## config.mk

```make
export PLATFORM = sky130hd
export DESIGN_NAME = mem_access_unit
export DESIGN_NICKNAME = d
export VERILOG_FILES = /design/src/rtl/mem_access_pkg.sv /design/src/rtl/mem_lane_align.sv /design/src/rtl/mem_access_unit.sv
export SDC_FILE = /design/constraint.sdc
export NUM_CORES = 1
export LEC_CHECK = 0
export ABC_AREA = 0
export CORE_ASPECT_RATIO = 1.25
export CORE_UTILIZATION = 35
export CTS_CLUSTER_DIAMETER = 50
export CTS_CLUSTER_SIZE = 12
export DETAILED_ROUTE_END_ITERATION = 10
export HOLD_SLACK_MARGIN = 0.15
export PLACE_DENSITY = 0.72
export SLEW_MARGIN = 25
export SYNTH_ARGS = -nofsm -noshare
export SYNTH_HDL_FRONTEND = slang
export SYNTH_SLANG_ARGS = --single-unit
```

## constraint.sdc

```tcl
create_clock -name clk -period 1.9 [get_ports clk]
set_input_delay 0.19 -clock clk [delete_from_list [all_inputs] [get_ports clk]]
set_output_delay 0.19 -clock clk [all_outputs]
set_load 0.1 [all_outputs]
```

## src/rtl/mem_access_pkg.sv

```systemverilog
// rtl/mem_access_pkg.sv - shared types and size codes for the memory access unit
package mem_access_pkg;

    typedef enum logic [1:0] {
        IDLE = 2'd0,
        REQ  = 2'd1,
        WAIT = 2'd2
    } mem_state_e;

    localparam logic [1:0] SZ_BYTE   = 2'b00;
    localparam logic [1:0] SZ_HALF   = 2'b01;
    localparam logic [1:0] SZ_WORD   = 2'b10;
    localparam logic [1:0] SZ_DOUBLE = 2'b11;

endpackage

```

## src/rtl/mem_lane_align.sv

```systemverilog
// rtl/mem_lane_align.sv - byte-lane store positioning, mask generation and load extraction
module mem_lane_align
    import mem_access_pkg::*;
#(
    parameter  int DataWidth = 32,
    localparam int MaskWidth = DataWidth / 8,
    localparam int OffW      = $clog2(MaskWidth)
) (
    input  logic [1:0]           st_size,
    input  logic [OffW-1:0]      st_offset,
    input  logic [DataWidth-1:0] st_data,
    output logic [MaskWidth-1:0] mask,
    output logic [DataWidth-1:0] wdata,
    output logic                 misaligned,
    input  logic [1:0]           ld_size,
    input  logic [OffW-1:0]      ld_offset,
    input  logic                 ld_unsigned,
    input  logic [DataWidth-1:0] rdata,
    output logic [DataWidth-1:0] ld_data
);
    localparam int BitW = $clog2(DataWidth) + 1;

    // Bit mask covering the low 8<<size bits of the bus.
    function automatic logic [DataWidth-1:0] size_keep(input logic [1:0] size);
        logic [BitW-1:0] nbits;
        nbits = BitW'(8) << size;
        return {DataWidth{1'b1}} >> (BitW'(DataWidth) - nbits);
    endfunction

    logic [OffW:0]          st_bytes;
    logic [2*MaskWidth-1:0] st_run;
    logic [DataWidth-1:0]   ld_shifted;
    logic [DataWidth-1:0]   ld_keep;
    logic [DataWidth-1:0]   ld_top;
    logic                   ld_sign;

    // Store side: contiguous byte run at the offset; bytes past the bus edge fall off.
    always_comb begin
        st_bytes   = (OffW+1)'(1) << st_size;
        st_run     = ((2*MaskWidth)'(1) << st_bytes) - (2*MaskWidth)'(1);
        mask       = MaskWidth'(st_run << st_offset);
        misaligned = (st_offset & OffW'(st_bytes - (OffW+1)'(1))) != '0;
        wdata      = (st_data & size_keep(st_size)) << {st_offset, 3'b000};
    end

    // Load side: bring the addressed lanes down to bit 0, then sign- or zero-extend.
    always_comb begin
        ld_shifted = rdata >> {ld_offset, 3'b000};
        ld_keep    = size_keep(ld_size);
        ld_top     = ld_keep & ~(ld_keep >> 1);
        ld_sign    = ~ld_unsigned & (|(ld_shifted & ld_top));
        ld_data    = (ld_shifted & ld_keep) | (ld_sign ? ~ld_keep : '0);
    end

endmodule

```

## src/rtl/mem_access_unit.sv

```systemverilog
// rtl/mem_access_unit.sv - handshaked memory-access stage; MISALIGN_TRAP_EN enables misaligned-access trapping
module mem_access_unit
    import mem_access_pkg::*;
#(
    parameter  int DataWidth = 32,
    parameter  int AddrWidth = 32,
    localparam int MaskWidth = DataWidth / 8
) (
    input  logic                 clk,
    input  logic                 rst_n,
    input  logic                 load,
    input  logic                 store,
    input  logic [2:0]           fun3,
    input  logic [AddrWidth-1:0] alu_out_address,
    input  logic [DataWidth-1:0] operand_b,
    output logic                 mem_req,
    output logic                 mem_we,
    output logic [AddrWidth-1:0] mem_addr,
    output logic [MaskWidth-1:0] mem_mask,
    output logic [DataWidth-1:0] mem_wdata,
    input  logic                 mem_gnt,
    input  logic                 data_valid,
    input  logic [DataWidth-1:0] mem_rdata,
    output logic                 stall,
    output logic                 load_valid,
    output logic [DataWidth-1:0] load_data,
    output logic                 misalign
);
    localparam int OffW = $clog2(MaskWidth);

    mem_state_e state, next_state;

    logic [1:0]           req_size;
    logic [OffW-1:0]      req_offset;
    logic [MaskWidth-1:0] req_mask;
    logic [DataWidth-1:0] req_wdata;
    logic                 req_misaligned;
    logic [1:0]           ld_size;
    logic [OffW-1:0]      ld_offset;
    logic                 ld_unsigned;
    logic [DataWidth-1:0] ld_data_ext;
    logic                 access;
    logic                 trap;
    logic                 accept;
    logic                 done;

    assign access     = load | store;
    assign req_offset = alu_out_address[OffW-1:0];

    // Double-word accesses only exist on a 64-bit bus; narrower buses treat them as words.
    always_comb begin
        req_size = fun3[1:0];
        if (DataWidth < 64 && req_size == SZ_DOUBLE) begin
            req_size = SZ_WORD;
        end
    end

`ifdef MISALIGN_TRAP_EN
    assign trap = (state == IDLE) & access & req_misaligned;
`else
    logic unused_misaligned;
    assign unused_misaligned = req_misaligned;
    assign trap = 1'b0;
`endif

    assign accept = (state == IDLE) & access & ~trap;

    mem_lane_align #(
        .DataWidth(DataWidth)
    ) u_align (
        .st_size    (req_size),
        .st_offset  (req_offset),
        .st_data    (operand_b),
        .mask       (req_mask),
        .wdata      (req_wdata),
        .misaligned (req_misaligned),
        .ld_size    (ld_size),
        .ld_offset  (ld_offset),
        .ld_unsigned(ld_unsigned),
        .rdata      (mem_rdata),
        .ld_data    (ld_data_ext)
    );

    // State register.
    always_ff @(posedge clk) begin
        if (!rst_n) begin
            state <= IDLE;
        end else begin
            state <= next_state;
        end
    end

    // Next-state logic: a store finishes on grant, a load waits for read data.
    always_comb begin
        next_state = state;
        case (state)
            IDLE: if (accept) next_state = REQ;
            REQ:  if (mem_gnt) next_state = mem_we ? IDLE : WAIT;
            WAIT: if (data_valid) next_state = IDLE;
            default: next_state = IDLE;
        endcase
    end

    // Outputs: stall and load result are combinational so the pipeline moves in the done cycle.
    always_comb begin
        done       = ((state == REQ) & mem_gnt & mem_we) | ((state == WAIT) & data_valid);
        stall      = access & ~done & ~trap;
        load_valid = (state == WAIT) & data_valid;
        load_data  = load_valid ? ld_data_ext : '0;
        misalign   = trap & rst_n;
    end

    // Request registers: captured on acceptance, held until grant.
    always_ff @(posedge clk) begin
        if (!rst_n) begin
            mem_req     <= 1'b0;
            mem_we      <= 1'b0;
            mem_addr    <= '0;
            mem_mask    <= '0;
            mem_wdata   <= '0;
            ld_size     <= SZ_BYTE;
            ld_offset   <= '0;
            ld_unsigned <= 1'b0;
        end else if (accept) begin
            mem_req     <= 1'b1;
            mem_we      <= store;
            mem_addr    <= {alu_out_address[AddrWidth-1:OffW], {OffW{1'b0}}};
            mem_mask    <= req_mask;
            mem_wdata   <= req_wdata;
            ld_size     <= req_size;
            ld_offset   <= req_offset;
            ld_unsigned <= fun3[2];
        end else if (state == REQ && mem_gnt) begin
            mem_req     <= 1'b0;
            mem_we      <= 1'b0;
        end
    end

endmodule

```

Word level (Yosys, flattened, before mapping)
Index checks and enable logic that the tools add are counted.
W data, S select, Z words.
{ "totals": {"reg_bits": 75, "out_inout_bits": 105, "inputBits": 105, "elab_cells": 60} }
{ "op_classes": {"n_reduce_logical": 5, "muxes": 11, "add_sub_neg": 3, "bitwise_logic": 17, "n_shift": 9, "n_eq_ne": 6} }
{ "op_table": {"columns": ["operator", "n"], "rows": [
  ["$and A32 B32 Y32", 4],
  ["$mux W32", 2],
  ["$shr A32 B6 Y32 const A", 2],
  ["$not A31 Y32", 1],
  ["$not A32 Y32", 1],
  ["$or A32 B32 Y32", 1],
  ["$reduce_or A32 Y1", 1],
  ["$shl A32 B5 Y32", 1],
  ["$shr A32 B5 Y32", 1],
  ["$shl A4 B2 Y6 const A", 2],
  ["$sub A6 B6 Y6 const A", 2],
  ["$mux W2", 5],
  ["$shl A1 B3 Y8 const A", 1],
  ["$shl A8 B2 Y4", 1],
  ["$sub A8 B2 Y8 const B", 1],
  ["$and A1 B1 Y1", 6],
  ["$ne A2 B2 Y1 const B", 3],
  ["$pmux W2 S3", 1],
  ["$eq A2 B2 Y1 const B", 2],
  ["$mux W1", 3],
  ["$reduce_and A3 Y1", 1],
  ["$shl A1 B2 Y3 const A", 1],
  ["$eq A2 B1 Y1 const B", 1],
  ["$logic_not A2 Y1", 1],
  ["other kinds (4)", 6]
]} }

Logic depth before layout (Yosys ltp)
{ "depth": {"word_depth": 11, "mapped_depth": 6, "ltp_nobuf": 6} }

Hierarchy
A second synthesis with hierarchy kept.
{ "unflattened": {"cells_unflattened": 612, "area_unflattened_um2": 4877.2} }
{ "modules_own_cells": {"columns": ["module", "n_inst", "seq_area_each_um2", "cells_per_inst", "area_each_um2"], "rows": [
  ["mem_access_unit", 1, 1501.4, 374, 3319.4],
  ["mem_lane_align", 1, 0.0, 238, 1557.7]
]} }

Worst setup path before layout
No wires, ideal clock.
{ "synth_path": {"path_kind": "register to output", "from": "register state[1]", "to": "output port load_data[0]", "path_stages_with_launch": 5, "arrival_time_ps": 3721, "path_buffers": 0, "required_time_ps": 1710, "slack_ps": -2011, "path_cell_list": "dfxtp_1 -> nand3b_1 -> inv_1 -> nand2b_1 -> o21ai_0"} }
{ "synth_between": {"elab_chain_cells": 3} }
{ "synth_lines": {"columns": ["item", "line", "rtl"], "rows": [
  ["start, declared", "mem_access_unit.sv:31", "mem_state_e state, next_state;"],
  ["start signal, assigned", "mem_access_unit.sv:89", "state <= next_state;"],
  ["$eq A2 B2 Y1", "mem_access_unit.sv:108", "load_valid = (state == WAIT) & data_valid;"],
  ["$and A1 B1 Y1", "mem_access_unit.sv:108", null],
  ["named net load_valid", "mem_access_unit.sv:25", "output logic load_valid,"],
  ["$mux W32", "mem_access_unit.sv:109", "load_data = load_valid ? ld_data_ext : '0;"],
  ["end, declared", "mem_access_unit.sv:26", "output logic [DataWidth-1:0] load_data,"]
]} }
The timed path passes the listed nets, and every way through them passes these cells.

Final worst setup path
{ "layout_path": {"from": "register ld_offset[0]", "to": "output port load_data[10]"} }
{ "layout_between": {"elab_chain_cells": 7, "word_cells_on_any_way": 8, "classes_between": "1 x shift; 2 x mux; 4 x bitwise; 1 x reduce/logical"} }
{ "layout_lines": {"columns": ["item", "line", "rtl"], "rows": [
  ["start, declared", "mem_access_unit.sv:39", "logic [OffW-1:0] ld_offset;"],
  ["start signal, assigned", "mem_access_unit.sv:131", "ld_offset <= req_offset;"],
  ["$shr A32 B5 Y32 *", "mem_lane_align.sv:48", "ld_shifted = rdata >> {ld_offset, 3'b000};"],
  ["$and A32 B32 Y32", "mem_lane_align.sv:51", "ld_sign = ~ld_unsigned & (|(ld_shifted & ld_top));"],
  ["$reduce_or A32 Y1", "mem_lane_align.sv:51", null],
  ["$and A1 B1 Y1", "mem_lane_align.sv:51", null],
  ["$mux W32", "mem_lane_align.sv:52", "ld_data = (ld_shifted & ld_keep) | (ld_sign ? ~ld_keep : '0);"],
  ["$or A32 B32 Y32 *", "mem_lane_align.sv:52", null],
  ["$mux W32 *", "mem_access_unit.sv:109", null]
]} }
Mark *: on every way between the ends. The rest lies on a longest branch, timed or not.

==> results.yml <==
place:
  placed_area_sq_mm: 0.00723
  port_buffers: 206
  dpl.hpwl_mm: 11.7
  gp_congestion: 0.883
  pre_cts_slack_ps: -391
synthesis:
  yosysTopAreaCellShare_pct: 36.6
  synth.area.top_cells: "dfxtp_1, nand2_1, o21ai_0, a21boi_0, mux2i_1"
  synth.area.mux_share_pct: 8.29
  synth-compound-area-share_pct: 29.5
  synthCells: 532
  async_reset_ff_share_pct: 0
  yosys.area.top_type: "dfxtp_1"
  yosys-top-cells-count: "nand2_1, dfxtp_1, o21ai_0, a21oi_1, a21boi_0"
  synth_top_family_by_area: "compound AO/OA/AOI/OAI gates"
  syn_area_per_cell_sq_um: 7.71
  synth_cell_type_count: 40
  ys_ff_latch: 75
  synth_fa_ha_area_share_pct: 1.22
  synth-simple-area-share_pct: 19.1
  synth_edf_count: 0
  netlist_area_sq_mm: 0.00410
  synth.most_common_cell: "nand2_1"
  synth-seq-area-share_pct: 36.6
  synth_xor_area_share_pct: 0
  yosysWarnings: 0
  ys.flop_type: "dfxtp_1"
detailed_routing:
  drtIter0Drc: 200
  ant_nets: 0
  dr.pass1.iters: 4
  drc: 0
  vias: 4822
  vias_per_cell: 5.32
  drt-total-wl_mm: 15.7
  wire_per_inst_um: 17.3
floorplan:
  die_area_sq_mm: 0.0122
  die_w_um: 98.9
  rows: 43
  start_util_pct: 36.5
  pin_count: 210
  fp.coreArea_sq_mm: 0.0112
  die_h_um: 123
power:
  vdd_ir_drop_max_uv: 617
  p_per_area_mw_per_mm2: 747
  power_switching_mw: 2.40
  p_clk_share_pct: 27.4
  pwr-share-comb_pct: 41.6
  swShare_pct: 41.4
  power.leakage_nw: 3.12
  p_int_mw: 3.39
  pwr-share-seq_pct: 31.0
clocking:
  clock_insertion_delay_worst_skew_ps: 330
  cts_tree: "yes"
  clock_sinks: 75
  cts_root_buf: "clkbuf_16"
  clk_pin_slew_ps: 60
  clk_path_buf_depth: 2
  h-tree-depth: 3
  numCtsBuffers: 9
run:
  maxCapViolCount: 0
global_route:
  met1_usage_pct: 26.8
  grt_util_all_layers_pct: 25.7
  use_met2_pct: 47.4
  grt_pass1_wl_mm: 24.4
  antenna_found_initial: 0
  overflow: 0
  gr-usage-met3_pct: 6.44
  grt_pass1_vias: 4798
  grt_busiest_layer: "met2"
  grt_max_degree: 46
worst_setup_path:
  startpoint_type: "flip-flop"
  cpMostUsedCell: "buf_12"
  arrival_ps: 2060
  cp.required_ps: 1710
  critical_path_class: "reg2out"
  r2r-start: "state[0]"
  crit_path_end_kind: "output port"
  path_buf_inv: 3
  path_cells: "mux2i_4 > buf_6 > o221ai_4 > o211ai_2 > buf_12 > o21ai_4 > buf_12"
  startpoint: "ld_offset[0]"
  crit_family: "buffers and inverters"
  max_stage_delay_ps: 460
  crit_slowest_cell: "dfxtp_4"
  cp_max_fo: 8
final_layout:
  area_delta_synth_final_pct: 89.1
  regArea_sq_mm: 0.00152
  antennaDiodeCount: 0
  drive_gt1_share_pct: 32.3
  multi_input_area_sq_mm: 0.00292
  nNetsFinal: 875
  nFillCells: 874
  design_area_sq_mm: 0.00776
outcome:
  status: "complete, but fails checks"
  violations: "setup timing"
timing:
  hold_viol: 0
  setup_tns_ps: -9890
  fin_skew_ps: 5.20
  max_freq_mhz: 444
  min_period_ps: 2250
  rsz0062_at_grt: "true"
  worst_slack_ps: -350
  tightest_slew_ps: 532
  period_share_pct: 118
  slew_headroom_pct: 64.1
  setup_viol: 33
  final_max_slew_viol_count: 0
hold_path:
  hold_start: "rst_n"
  min_path_type: "in2reg"
-- power groups by stage --
stage	logic (mW)	clock network, mW	registers [mW]
after floorplan	0.710	0	2.67
final	2.41	1.59	1.80
after CTS	2.40	1.62	1.80
after global routing	2.52	1.70	1.81
after detailed placement	2.33	0	1.82
after global placement	2.30	0	1.81
-- metal layers --
layer,up-vias,part of all wire (%)
met1,2242,36
li1,2328,-
met4,0,4.1
met2,209,52
met3,43,7.4
met5,-,0
-- stage by stage --
step	utilization, %	std cells	hold slack, ps	total power, mW
after floorplan	-	534	335	3.38
after global placement	64.3	882	446	4.11
after detailed placement	64.3	882	447	4.15
after CTS	68.9	906	331	5.82
after global routing	69.0	906	379	6.03
final	69.0	906	338	5.79
-- sequential cells by signal (all words and copies together), names as in the netlist --
register / cells
ld_size: 2
ld_offset: 2
state: 2
mem_req: 1
mem_we: 1
mem_mask: 4
mem_addr: 30
mem_wdata: 32
ld_unsigned: 1
-- cell families after synthesis --
logic type,after synthesis
AOI/OAI and AO/OA,198
and+or+nand+nor,171
DFF,75
buffers and inverters,50
muxes,33
adders and majority gates,4
other,1
-- worst register-to-register path, delay by kind of cell (launching register included) --
family	cells	cell delay, ps
flops	1	340
buf+inv	2	380
compound gates	1	210
simple gates	2	630
-- layout make-up --
| class | count | area share [%] |
|---|---|---|
| clock buffer | 11 | 3.13 |
| inverter | 6 | 0.339 |
| tap | 135 | 2.18 |
| clock inverter | 5 | 0.468 |
| timing repair buffer | 265 | 36.8 |
| sequential | 75 | 19.5 |
| multi-input combinational | 409 | 37.6 |
-- final timing paths --
kind	to	slack [ps]	cells after the start
worst max register to register	mem_wdata[13]	250	5
worst min register to register	mem_wdata[7]	450	2
worst max-delay path	load_data[10]	-350	7
worst min-delay path	state[1]	340	2
-- cell usage in the layout, fill, tap and decap left out, types with 12 or more instances in the layout --
cell type        count
buf_12              46
clkdlybuf4s50_1    102
a21boi_0            43
a22oi_1             12
a21oi_1             43
nor2b_1             16
nand2_1             98
buf_4              106
o21ai_4             24
o21ai_0             42
mux2i_1             19
dfxtp_1             70
nor2_1              22
-- repair_timing --
action,in CTS,in global routing
hold buffers,0,0
setup endpoints to repair,33,33
hold endpoints to repair,0,0
buffers inserted,9,0
resized for setup,41,3
pin swaps,8,3
No activity file was read; power rests on OpenSTA's default activity.
